--- config.mk ---
export PLATFORM = sky130hd
export DESIGN_NAME = mc_control_flat
export DESIGN_NICKNAME = d
export VERILOG_FILES = /design/src/rtl/mc_pkg.sv /design/src/rtl/mc_if.sv /design/src/rtl/cond_check.sv /design/src/rtl/mc_control.sv /design/src/flat_wrapper.sv
export SDC_FILE = /design/constraint.sdc
export NUM_CORES = 1
export LEC_CHECK = 0
export BUFFER_PORTS_ARGS = -buffer_cell sky130_fd_sc_hd__buf_2
export CAP_MARGIN = 10
export CORE_UTILIZATION = 30
export CTS_CLUSTER_DIAMETER = 60
export CTS_CLUSTER_SIZE = 8
export DETAILED_ROUTE_END_ITERATION = 10
export PLACE_DENSITY = 0.65
export SYNTH_ARGS = -nofsm -noshare
export SYNTH_HDL_FRONTEND = slang
export SYNTH_SLANG_ARGS = --single-unit
--- constraint.sdc ---
create_clock -name clk -period 1.5 [get_ports clk]
set_input_delay 0.15 -clock clk [delete_from_list [all_inputs] [get_ports clk]]
set_output_delay 0.15 -clock clk [all_outputs]
set_load 0.03 [all_outputs]
--- src/rtl/mc_pkg.sv ---
// Shared encodings for the multi-cycle control unit and the sign-extend stage.
// Holds the FSM state enum, instruction field positions, opcode / condition /
// extension-select codes and the packed datapath strobe bundle.
package mc_pkg;

  localparam int unsigned INSTR_W = 32;
  localparam int unsigned IMM_W   = 24;
  localparam int unsigned OP_W    = 2;
  localparam int unsigned COND_W  = 4;
  localparam int unsigned EXT_W   = 2;
  localparam int unsigned STATE_W = 3;

  // Instruction field positions
  localparam int unsigned COND_LSB = 28;
  localparam int unsigned OP_LSB   = 26;
  localparam int unsigned I_BIT    = 25;
  localparam int unsigned L_BIT    = 20;

  typedef enum logic [STATE_W-1:0] {
    ST_FETCH  = 3'd0,
    ST_DECODE = 3'd1,
    ST_EXEC   = 3'd2,
    ST_MEM    = 3'd3,
    ST_WB     = 3'd4
  } state_e;

  localparam logic [OP_W-1:0] OP_DP  = 2'b00;
  localparam logic [OP_W-1:0] OP_LS  = 2'b01;
  localparam logic [OP_W-1:0] OP_B   = 2'b10;
  localparam logic [OP_W-1:0] OP_UND = 2'b11;

  localparam logic [COND_W-1:0] COND_EQ = 4'b0000;
  localparam logic [COND_W-1:0] COND_NE = 4'b0001;
  localparam logic [COND_W-1:0] COND_AL = 4'b1110;

  localparam logic [EXT_W-1:0] EXT_IMM8  = 2'b00;
  localparam logic [EXT_W-1:0] EXT_IMM12 = 2'b01;
  localparam logic [EXT_W-1:0] EXT_IMM24 = 2'b10;
  localparam logic [EXT_W-1:0] EXT_ZERO  = 2'b11;

  // Datapath strobes produced each cycle by the control FSM
  typedef struct packed {
    logic imem_req;
    logic ir_we;
    logic pc_we;
    logic pc_src;
    logic alu_src_imm;
    logic dmem_rd;
    logic dmem_wr;
    logic reg_we;
    logic wb_sel;
    logic undef_instr;
  } ctrl_t;

  // Extension select for a given opcode
  function automatic logic [EXT_W-1:0] ext_sel(input logic [OP_W-1:0] op);
    case (op)
      OP_DP:   return EXT_IMM8;
      OP_LS:   return EXT_IMM12;
      OP_B:    return EXT_IMM24;
      default: return EXT_ZERO;
    endcase
  endfunction

endpackage

--- src/rtl/mc_if.sv ---
// Control-unit bus: instruction/memory handshakes in, IR view and strobes out.
// master = control unit side, slave = datapath / memory side.
interface mc_if;
  import mc_pkg::*;

  logic [INSTR_W-1:0] instr_in;
  logic               imem_ready;
  logic               dmem_ready;
  logic               z_flag;

  logic [INSTR_W-1:0] ir;
  logic [IMM_W-1:0]   imm;
  logic [EXT_W-1:0]   Extop;
  logic               imem_req;
  logic               ir_we;
  logic               pc_we;
  logic               pc_src;
  logic               alu_src_imm;
  logic               dmem_rd;
  logic               dmem_wr;
  logic               reg_we;
  logic               wb_sel;
  logic               undef_instr;
  logic [STATE_W-1:0] state;

  modport master (
    input  instr_in, imem_ready, dmem_ready, z_flag,
    output ir, imm, Extop, imem_req, ir_we, pc_we, pc_src, alu_src_imm,
           dmem_rd, dmem_wr, reg_we, wb_sel, undef_instr, state
  );

  modport slave (
    output instr_in, imem_ready, dmem_ready, z_flag,
    input  ir, imm, Extop, imem_req, ir_we, pc_we, pc_src, alu_src_imm,
           dmem_rd, dmem_wr, reg_we, wb_sel, undef_instr, state
  );

endinterface

--- src/rtl/cond_check.sv ---
// Condition-code evaluator.
// Ports: cond (4b condition field), z_flag (zero flag) -> pass (1 = execute).
module cond_check
  import mc_pkg::*;
(
  input  logic [COND_W-1:0] cond,
  input  logic              z_flag,
  output logic              pass
);

  always_comb begin
    pass = 1'b0;
    case (cond)
      COND_EQ: pass = z_flag;
      COND_NE: pass = ~z_flag;
      COND_AL: pass = 1'b1;
      default: pass = 1'b0;
    endcase
  end

endmodule

--- src/rtl/mc_control.sv ---
// Multi-cycle control unit: instruction register plus FETCH/DECODE/EXEC/MEM/WB
// sequencer with ready-based memory wait states.
// Ports: clk, rst (sync, active high), bus (mc_if.master: instr_in,
// imem_ready, dmem_ready, z_flag in; ir, imm, Extop, strobes, state out).
module mc_control
  import mc_pkg::*;
(
  input  logic clk,
  input  logic rst,
  mc_if.master bus
);

  state_e             state_q, state_d;
  logic [INSTR_W-1:0] ir_q, ir_d;
  ctrl_t              ctrl;
  logic [OP_W-1:0]    op;
  logic               i_bit;
  logic               l_bit;
  logic               cond_pass;

  assign op    = ir_q[OP_LSB +: OP_W];
  assign i_bit = ir_q[I_BIT];
  assign l_bit = ir_q[L_BIT];

  cond_check u_cond_check (
    .cond   (ir_q[COND_LSB +: COND_W]),
    .z_flag (bus.z_flag),
    .pass   (cond_pass)
  );

  // State register and instruction register
  always_ff @(posedge clk) begin
    if (rst) begin
      state_q <= ST_FETCH;
      ir_q    <= '0;
    end else begin
      state_q <= state_d;
      ir_q    <= ir_d;
    end
  end

  assign ir_d = ctrl.ir_we ? bus.instr_in : ir_q;

  // Next-state logic
  always_comb begin
    state_d = state_q;
    case (state_q)
      ST_FETCH:  if (bus.imem_ready) state_d = ST_DECODE;
      ST_DECODE: begin
        // Undefined opcode takes priority over the condition check
        if (op == OP_UND || !cond_pass) state_d = ST_FETCH;
        else                            state_d = ST_EXEC;
      end
      ST_EXEC: begin
        case (op)
          OP_DP:   state_d = ST_WB;
          OP_LS:   state_d = ST_MEM;
          default: state_d = ST_FETCH;
        endcase
      end
      ST_MEM:    if (bus.dmem_ready) state_d = l_bit ? ST_WB : ST_FETCH;
      ST_WB:     state_d = ST_FETCH;
      default:   state_d = ST_FETCH;
    endcase
  end

  // Strobe decode; reset masks everything in the same cycle it is high
  always_comb begin
    ctrl = '0;
    if (!rst) begin
      case (state_q)
        ST_FETCH: begin
          ctrl.imem_req = 1'b1;
          ctrl.ir_we    = bus.imem_ready;
          ctrl.pc_we    = bus.imem_ready;
        end
        ST_DECODE: ctrl.undef_instr = (op == OP_UND);
        ST_EXEC: begin
          ctrl.alu_src_imm = (op == OP_DP) ? i_bit : (op == OP_LS);
          if (op == OP_B) begin
            ctrl.pc_we  = 1'b1;
            ctrl.pc_src = 1'b1;
          end
        end
        ST_MEM: begin
          ctrl.dmem_rd = l_bit;
          ctrl.dmem_wr = ~l_bit;
        end
        ST_WB: begin
          ctrl.reg_we = 1'b1;
          ctrl.wb_sel = (op == OP_LS) && l_bit;
        end
        default: ctrl = '0;
      endcase
    end
  end

  assign bus.ir          = ir_q;
  assign bus.imm         = ir_q[IMM_W-1:0];
  assign bus.Extop       = ext_sel(op);
  assign bus.state       = state_q;
  assign bus.imem_req    = ctrl.imem_req;
  assign bus.ir_we       = ctrl.ir_we;
  assign bus.pc_we       = ctrl.pc_we;
  assign bus.pc_src      = ctrl.pc_src;
  assign bus.alu_src_imm = ctrl.alu_src_imm;
  assign bus.dmem_rd     = ctrl.dmem_rd;
  assign bus.dmem_wr     = ctrl.dmem_wr;
  assign bus.reg_we      = ctrl.reg_we;
  assign bus.wb_sel      = ctrl.wb_sel;
  assign bus.undef_instr = ctrl.undef_instr;

endmodule

--- src/flat_wrapper.sv ---
// flat-port wrapper written by rule: the top's interface ports become plain ports
module mc_control_flat import mc_pkg::*;
  (clk, rst, bus_instr_in, bus_imem_ready, bus_dmem_ready, bus_z_flag, bus_ir, bus_imm, bus_Extop, bus_imem_req, bus_ir_we, bus_pc_we, bus_pc_src, bus_alu_src_imm, bus_dmem_rd, bus_dmem_wr, bus_reg_we, bus_wb_sel, bus_undef_instr, bus_state);
  mc_if bus_i ();
  input  logic clk;
  input  logic rst;
  input wire logic [$bits(bus_i.instr_in)-1:0] bus_instr_in;
  input wire logic [$bits(bus_i.imem_ready)-1:0] bus_imem_ready;
  input wire logic [$bits(bus_i.dmem_ready)-1:0] bus_dmem_ready;
  input wire logic [$bits(bus_i.z_flag)-1:0] bus_z_flag;
  output wire logic [$bits(bus_i.ir)-1:0] bus_ir;
  output wire logic [$bits(bus_i.imm)-1:0] bus_imm;
  output wire logic [$bits(bus_i.Extop)-1:0] bus_Extop;
  output wire logic [$bits(bus_i.imem_req)-1:0] bus_imem_req;
  output wire logic [$bits(bus_i.ir_we)-1:0] bus_ir_we;
  output wire logic [$bits(bus_i.pc_we)-1:0] bus_pc_we;
  output wire logic [$bits(bus_i.pc_src)-1:0] bus_pc_src;
  output wire logic [$bits(bus_i.alu_src_imm)-1:0] bus_alu_src_imm;
  output wire logic [$bits(bus_i.dmem_rd)-1:0] bus_dmem_rd;
  output wire logic [$bits(bus_i.dmem_wr)-1:0] bus_dmem_wr;
  output wire logic [$bits(bus_i.reg_we)-1:0] bus_reg_we;
  output wire logic [$bits(bus_i.wb_sel)-1:0] bus_wb_sel;
  output wire logic [$bits(bus_i.undef_instr)-1:0] bus_undef_instr;
  output wire logic [$bits(bus_i.state)-1:0] bus_state;
  assign bus_i.instr_in = bus_instr_in;
  assign bus_i.imem_ready = bus_imem_ready;
  assign bus_i.dmem_ready = bus_dmem_ready;
  assign bus_i.z_flag = bus_z_flag;
  assign bus_ir = bus_i.ir;
  assign bus_imm = bus_i.imm;
  assign bus_Extop = bus_i.Extop;
  assign bus_imem_req = bus_i.imem_req;
  assign bus_ir_we = bus_i.ir_we;
  assign bus_pc_we = bus_i.pc_we;
  assign bus_pc_src = bus_i.pc_src;
  assign bus_alu_src_imm = bus_i.alu_src_imm;
  assign bus_dmem_rd = bus_i.dmem_rd;
  assign bus_dmem_wr = bus_i.dmem_wr;
  assign bus_reg_we = bus_i.reg_we;
  assign bus_wb_sel = bus_i.wb_sel;
  assign bus_undef_instr = bus_i.undef_instr;
  assign bus_state = bus_i.state;
  mc_control u_core (.clk(clk), .rst(rst), .bus(bus_i));
endmodule
==> results of run 1 <==
## worst max-delay path: stages, from the launching register on
cell     delay [ns]
dfxtp_2        0.35
nor2_4         0.15
nand2_4        0.13
o41ai_4        0.21
buf_4          0.20
## flip-flops by register name (all words and copies together), names as in the netlist
signal,cells
u_core.bus.ir,32
u_core.bus.state,3
## timing repair
action	4_1_cts	5_1_grt
gates resized for setup	11	8
buffers inserted	5	0
endpoints found under the hold margin	0	0
pin swaps	2	1
setup endpoints to repair	8	6
cloned	0	1
## layout make-up
cell class / count / area share, %
multi-input combinational: 98 / 38.1
timing repair buffer: 121 / 27.8
sequential: 35 / 26.9
tap: 75 / 3.55
clock buffer: 6 / 3.13
inverter: 3 / 0.427
clock inverter: 1 / 0.190
## path summary, 6_finish.rpt
check | start | slack (ns) | cells after the start | end
hold reg to reg | u_core.bus.state[0]$_SDFFE_PP0P_ | 0.60 | 3 | u_core.bus.state[0]$_SDFFE_PP0P_
setup / recovery | u_core.bus.state[2]$_SDFFE_PP0P_ | 0.01 | 4 | bus_pc_we
setup reg to reg | u_core.bus.state[0]$_SDFFE_PP0P_ | 0.10 | 5 | u_core.bus.ir[13]$_SDFFE_PP0P_
hold / removal | bus_instr_in[22] | 0.09 | 2 | u_core.bus.ir[22]$_SDFFE_PP0P_
## cells by family (layout without fill, tap and decap cells)
kind of cell | Yosys count | after routing
buffers and inverters | 36 | 131
flip-flops | 35 | 35
AND/OR/NAND/NOR | 58 | 58
AO/OA/AOI/OAI | 8 | 8
multiplexers | 32 | 32
## per-layer routing
metal | part of all wire, % | GRT usage (%) | vias to the layer above
met2 | 45 | 20.9 | 68
met4 | 1.6 | 5.00 | 0
met5 | 0 | 0 | -
met3 | 6.7 | 3.75 | 8
met1 | 46 | 16.6 | 670
li1 | - | - | 727
## stage by stage
| stage | setup TNS (ns) | setup WS, ns | util (%) | hold slack [ns] |
|---|---|---|---|---|
| finish | 0 | 0.0104 | 44.6 | 0.0887 |
| detailed placement | 0 | 0.0308 | 41.3 | 0.379 |
| global route | -0.138 | -0.0507 | 44.6 | 0.0823 |
| CTS | -0.00369 | -0.00369 | 43.9 | 0.0783 |
| global placement | 0 | 0.0532 | 41.3 | 0.377 |
| floorplan | -0.0442 | -0.0224 | - | 0.279 |
## synth_stat cells, drive strengths merged, types with 3 or more instances
library cell   n
nor3           3
inv            3
nand2          4
and2b          5
buf           29
mux2          32
nor4           3
nor2b         27
clkbuf         4
nor2           7
dfxtp         35
## power by group through the flow
stage	combinational (mW)	clock, mW	sequential (mW)
after global placement	0.802	0	1.07
final	0.829	0.688	1.06
after CTS	0.827	0.723	1.06
after global routing	0.883	0.753	1.07
after floorplan	0.467	0	1.24
after detailed placement	0.807	0	1.08
==> impl_metrics.csv, run 1 <==
group,metric,value,unit
sta,rsz0062_at_grt,"true",
power,power_per_cell_area,976,nW/um^2
sta,slew_headroom,83.0,%
routing,wire_length_reported_by_the_detailed_router,4160,um
floorplanning,floorplan.die_area,6440,um^2
cells_and_area,layout.cells.most_common,"buf_2",
routing,dr_total_vias,1473,
cells_and_area,drive_gt1_share,68.6,%
cells_and_area,stdcell_count,339,
sta,fmax,671,MHz
global_route,grt_start_max_net_pins,33,
worst_setup_path,critical_path_arrival,1.34,ns
placed_design,io_buffer_count,107,
hold_path,holdCritPathClass,"in -> reg",
clocking,cts-buffers-inserted,5,
placed_design,final_weighted_congestion_of_routability_driven_global_placement,0.762,
clocking,ctsLongestPathBuffers,2,
global_route,vias_in_the_first_global_route,1331,
clocking,cts.htree.levels,2,
placed_design,placedInstanceArea,2440,um^2
worst_setup_path,end_kind,"primary output",
logic_synthesis,synth_top_area_share,38.2,%
clocking,cts_tree,"done",
floorplanning,coreArea,5920,um^2
logic_synthesis,synth_edf_count,0,
worst_setup_path,worstSetupStartpointType,"register",
sta,worst_pin_slew,0.254,ns
logic_synthesis,synth-main-ff-cell,"dfxtp_1",
global_route,antenna_found_initial,0,
clocking,worstSkewPairLatency,0.28,ns
clocking,holdBufCountCts,0,
sta,fin_worst_skew,0.00439,ns
floorplanning,floorplan.io_pins,108,
clocking,clock_slew_seen_by_the_registers_of_the_worst_setup_and_hold_paths,0.07,ns
power,intPower,1.71,mW
clocking,cts.sinks,35,
logic_synthesis,synth.mux.area_fraction,25.4,%
logic_synthesis,synth-compound-area-share,2.73,%
worst_setup_path,critPathKind,"reg -> out",
power,power.net_switching,0.870,mW
sta,hold_viol,0,
routing,route.detailed.wl_per_inst,12.3,um
floorplanning,dieHeight,80.2,um
worst_setup_path,critPathRequiredTime,1.35,ns
logic_synthesis,ys_async_sr_fraction,0,%
logic_synthesis,synth_top_cell_by_area,"dfxtp_1",
cells_and_area,area_growth,43.8,%
routing,viasPerCell,4.35,
logic_synthesis,synthesis.yosys.warnings,0,
global_route,global_route_wire_length_before_repair,6500,um
sta,setup_viol_count_final,0,
power,ir_worst_vdd,0.000379,V
cells_and_area,insertedDiodeCount,0,
power,p_total,2.58,mW
cells_and_area,sequential_cell_area,709,um^2
routing,detailedRoute.firstIterationViolations,47,
logic_synthesis,synth.distinct_cells,30,
logic_synthesis,synthesis.nets,206,
floorplanning,chipWidth,80.2,um
power,power.leakage,1.40,nW
floorplanning,floorplan.initialDensity,31.0,%
status,outcome,"completed",
sta,slew_violations,0,
cells_and_area,most-common-layout-cells,"buf_2 (100), dfxtp_1 (30), mux2_4 (28)",
logic_synthesis,post_synthesis_xor_xnor_area_fraction,0,%
logic_synthesis,synth-simple-area-share,20.0,%
logic_synthesis,yosysSeqAreaShare,38.2,%
routing,drt.antenna.violating_nets,0,
floorplanning,floorplan.rows,28,
power,switching_share,33.8,%
logic_synthesis,mappedNetlistArea,1840,um^2
logic_synthesis,yosys_register_bits,35,
cells_and_area,design_area,2640,um^2
sta,timing.final.crit_share,99.3,%
clocking,cts-root-buf,"clkbuf_8",
worst_setup_path,worst-path-max-fanout,6,
routing,drt-pass1-iter-count,4,
power,share_clk_of_total_power,26.7,%
cells_and_area,fillCellCount,561,
logic_synthesis,cell_types_with_the_largest_area_share_after_synthesis,"dfxtp_1 (38%), mux2_4 (23%), buf_4 (9.8%)",
logic_synthesis,syn_inst,169,
run,number_of_maximum_capacitance_violations,0,
cells_and_area,nets_finish,301,
logic_synthesis,synth_top_family_by_area,"multiplexers",
cells_and_area,multi_input_area,1000,um^2
sta,finalWorstPathRequiredPeriod,1.49,ns
logic_synthesis,synth.avg_cell_area,10.9,um^2
placed_design,hpwl,2970,um
power,power_frac_comb,32.2,%
power,seq_power_share,41.1,%
global_route,grt.overflow.total,0,
placed_design,post_placement_cell_count,326,
global_route,track_usage,13.1,%
logic_synthesis,synth-adder-area-share,0,%
routing,post-route-drc-count,0,
(Power assumes the default switching activity.)
==> run 2, diff against run 1 <==
--- a/config.mk
+++ b/config.mk
@@ -12,6 +12,7 @@
 export CTS_CLUSTER_SIZE = 8
 export DETAILED_ROUTE_END_ITERATION = 10
 export PLACE_DENSITY = 0.65
+export RECOVER_POWER = 25
 export SYNTH_ARGS = -nofsm -noshare
 export SYNTH_HDL_FRONTEND = slang
 export SYNTH_SLANG_ARGS = --single-unit
==> constraint.sdc (replaced) <==
create_clock -name clk -period 1.5 [get_ports clk]
set_input_delay 0.3 -clock clk [delete_from_list [all_inputs] [get_ports clk]]
set_output_delay 0.3 -clock clk [all_outputs]
set_load 0.03 [all_outputs]
==> run 2 against run 1 <==
Effect of this change:
- the flow now finishes with violations (setup timing)
- critical endpoint unchanged
- worst hold slack improved by 0.15 ns
- largest cell class unchanged
- flip-flop and latch count unchanged
- sequential power hardly changed
==> impl_metrics.csv, run 2 (synthesis gave the netlist of run 1 again) <==
group,metric,value,unit
routing,wire_length_reported_by_the_detailed_router,4350,um
hold_path,holdCritPathClass,"in -> reg",
global_route,grt.overflow.total,0,
power,power_frac_comb,32.7,%
global_route,antenna_found_initial,0,
sta,fmax,603,MHz
sta,fin_worst_skew,0.00531,ns
placed_design,dpl_worst_slack,-0.0580,ns
global_route,track_usage,13.6,%
worst_setup_path,timing.critical_path.cells,"inv_1 -> o41ai_4 -> buf_4",
power,switching_share,34.5,%
routing,dr_total_vias,1534,
status,outcome,"complete, but fails checks",
power,intPower,1.68,mW
floorplanning,chipWidth,80.2,um
placed_design,hpwl,2950,um
sta,worst_pin_slew,0.372,ns
status,violated_checks,"setup timing",
worst_setup_path,worst-path-max-fanout,6,
clocking,cts.htree.levels,2,
clocking,cts-root-buf,"clkbuf_8",
worst_setup_path,critPathKind,"reg -> out",
sta,rsz0062_at_grt,"true",
sta,finalWorstPathRequiredPeriod,1.66,ns
power,power.leakage,1.39,nW
worst_setup_path,end_kind,"primary output",
run,number_of_maximum_capacitance_violations,0,
sta,hold_viol,0,
clocking,cts-buffers-inserted,5,
cells_and_area,layout.cells.most_common,"buf_2",
global_route,global_route_wire_length_before_repair,6560,um
routing,drt-pass1-iter-count,4,
placed_design,io_buffer_count,107,
cells_and_area,most-common-layout-cells,"buf_2 (82), dfxtp_1 (29), mux2_4 (28)",
cells_and_area,insertedDiodeCount,0,
worst_setup_path,critical_path_arrival,1.36,ns
clocking,cts.sinks,35,
routing,detailedRoute.firstIterationViolations,16,
routing,route.detailed.wl_per_inst,12.5,um
placed_design,final_weighted_congestion_of_routability_driven_global_placement,0.759,
clocking,ctsLongestPathBuffers,2,
cells_and_area,nets_finish,309,
worst_setup_path,ff2ff_path_depth,7,
sta,post-route-worst-setup-slack,-0.160,ns
power,seq_power_share,41.5,%
cells_and_area,sequential_cell_area,723,um^2
sta,final.hold.worst_slack,0.241,ns
worst_setup_path,worstSetupStartpointType,"register",
power,ir_worst_vdd,0.000410,V
routing,drt.antenna.violating_nets,0,
worst_setup_path,worst_path_max_delay_cell,"dfxtp_4",
cells_and_area,fillCellCount,581,
cells_and_area,multi_input_area,1020,um^2
routing,viasPerCell,4.41,
global_route,vias_in_the_first_global_route,1342,
floorplanning,floorplan.initialDensity,31.0,%
routing,post-route-drc-count,0,
floorplanning,floorplan.die_area,6440,um^2
sta,timing.final.crit_share,111,%
sta,slew_violations,0,
hold_path,holdPathStages,2,
floorplanning,floorplan.io_pins,108,
power,power_per_cell_area,935,nW/um^2
power,share_clk_of_total_power,25.7,%
worst_setup_path,max_stage_delay,0.38,ns
floorplanning,dieHeight,80.2,um
floorplanning,coreArea,5920,um^2
sta,setup_viol_count_final,39,
power,power.net_switching,0.883,mW
cells_and_area,area_growth,49.4,%
clocking,cts_tree,"done",
cells_and_area,largest_register_ff_count,32,
floorplanning,floorplan.rows,28,
sta,slew_headroom,75.3,%
clocking,worstSkewPairLatency,0.28,ns
clocking,clock_slew_seen_by_the_registers_of_the_worst_setup_and_hold_paths,0.07,ns
worst_setup_path,critPathRequiredTime,1.20,ns
global_route,grt_start_max_net_pins,31,
cells_and_area,drive_gt1_share,63.7,%
-- run 2: cell types whose count changed in the layout (fill, tap and decap cells not counted), sizes merged --
| cell | delta |
|---|---|
| buf | -7 |
| clkbuf | +16 |
-- run 2: path summary, 6_finish.rpt --
| check | start | endpoint | slack, ns |
|---|---|---|---|
| max reg2reg | u_core.bus.state[1]$_SDFFE_PP0P_ | u_core.bus.ir[8]$_SDFFE_PP0P_ | -0.09 |
| min | bus_instr_in[7] | u_core.bus.ir[7]$_SDFFE_PP0P_ | 0.24 |
| max | u_core.bus.ir[27]$_SDFFE_PP0P_ | bus_pc_we | -0.16 |
| min reg2reg | u_core.bus.ir[20]$_SDFFE_PP0P_ | u_core.bus.state[2]$_SDFFE_PP0P_ | 0.60 |
-- run 2: metal layers --
layer / up-vias / share of wire [%] / GRT usage (%)
met5: - / 0 / 0
met4: 0 / 1.1 / 4.29
met3: 6 / 6.9 / 3.86
met2: 77 / 48 / 24.4
met1: 703 / 44 / 15.4
li1: 748 / - / -
-- run 2: worst max-delay path, delay by kind of cell (launching register included) --
| family | cells | cell delay, ns |
|---|---|---|
| buffers and inverters | 2 | 0.33 |
| AO/OA/AOI/OAI | 1 | 0.36 |
| flip-flops | 1 | 0.38 |
-- run 2: timing repair --
| item | CTS | global route |
|---|---|---|
| cloned | 0 | 1 |
| gates resized for setup | 22 | 10 |
| pin swaps | 8 | 3 |
| setup buffers | 9 | 3 |
| hold buffers | 0 | 0 |
| endpoints found under the setup margin | 10 | 40 |
| hold endpoints to repair | 0 | 0 |
-- run 2: cell type report --
| type | count | share of cell area (%) |
|---|---|---|
| Multi-Input combinational cell | 98 | 37.3 |
| Timing Repair Buffer | 129 | 29.5 |
| Sequential cell | 35 | 26.4 |
| Tap cell | 75 | 3.42 |
| Clock buffer | 7 | 2.78 |
| Inverter | 3 | 0.411 |
| Clock inverter | 1 | 0.183 |
-- run 2: power groups by stage --
stage / sequential, mW / combinational (mW) / clock, mW
after floorplan: 1.24 / 0.476 / 0
after global placement: 1.09 / 0.771 / 0
after detailed placement: 1.09 / 0.775 / 0
after CTS: 1.06 / 0.820 / 0.691
after global routing: 1.08 / 0.887 / 0.741
final: 1.06 / 0.839 / 0.659
-- run 2: stage by stage --
stage	instances	cell area (um^2)	util [%]	setup TNS, ns	total power [mW]
final	348	2740	46.3	-2.71	2.56
after global routing	348	2740	46.3	-4.48	2.71
after CTS	344	2670	45.2	-0.938	2.58
after detailed placement	327	2460	41.5	-0.124	1.87
after global placement	327	2460	41.5	-0.0827	1.86
after floorplan	169	2000	-	-0.0110	1.71
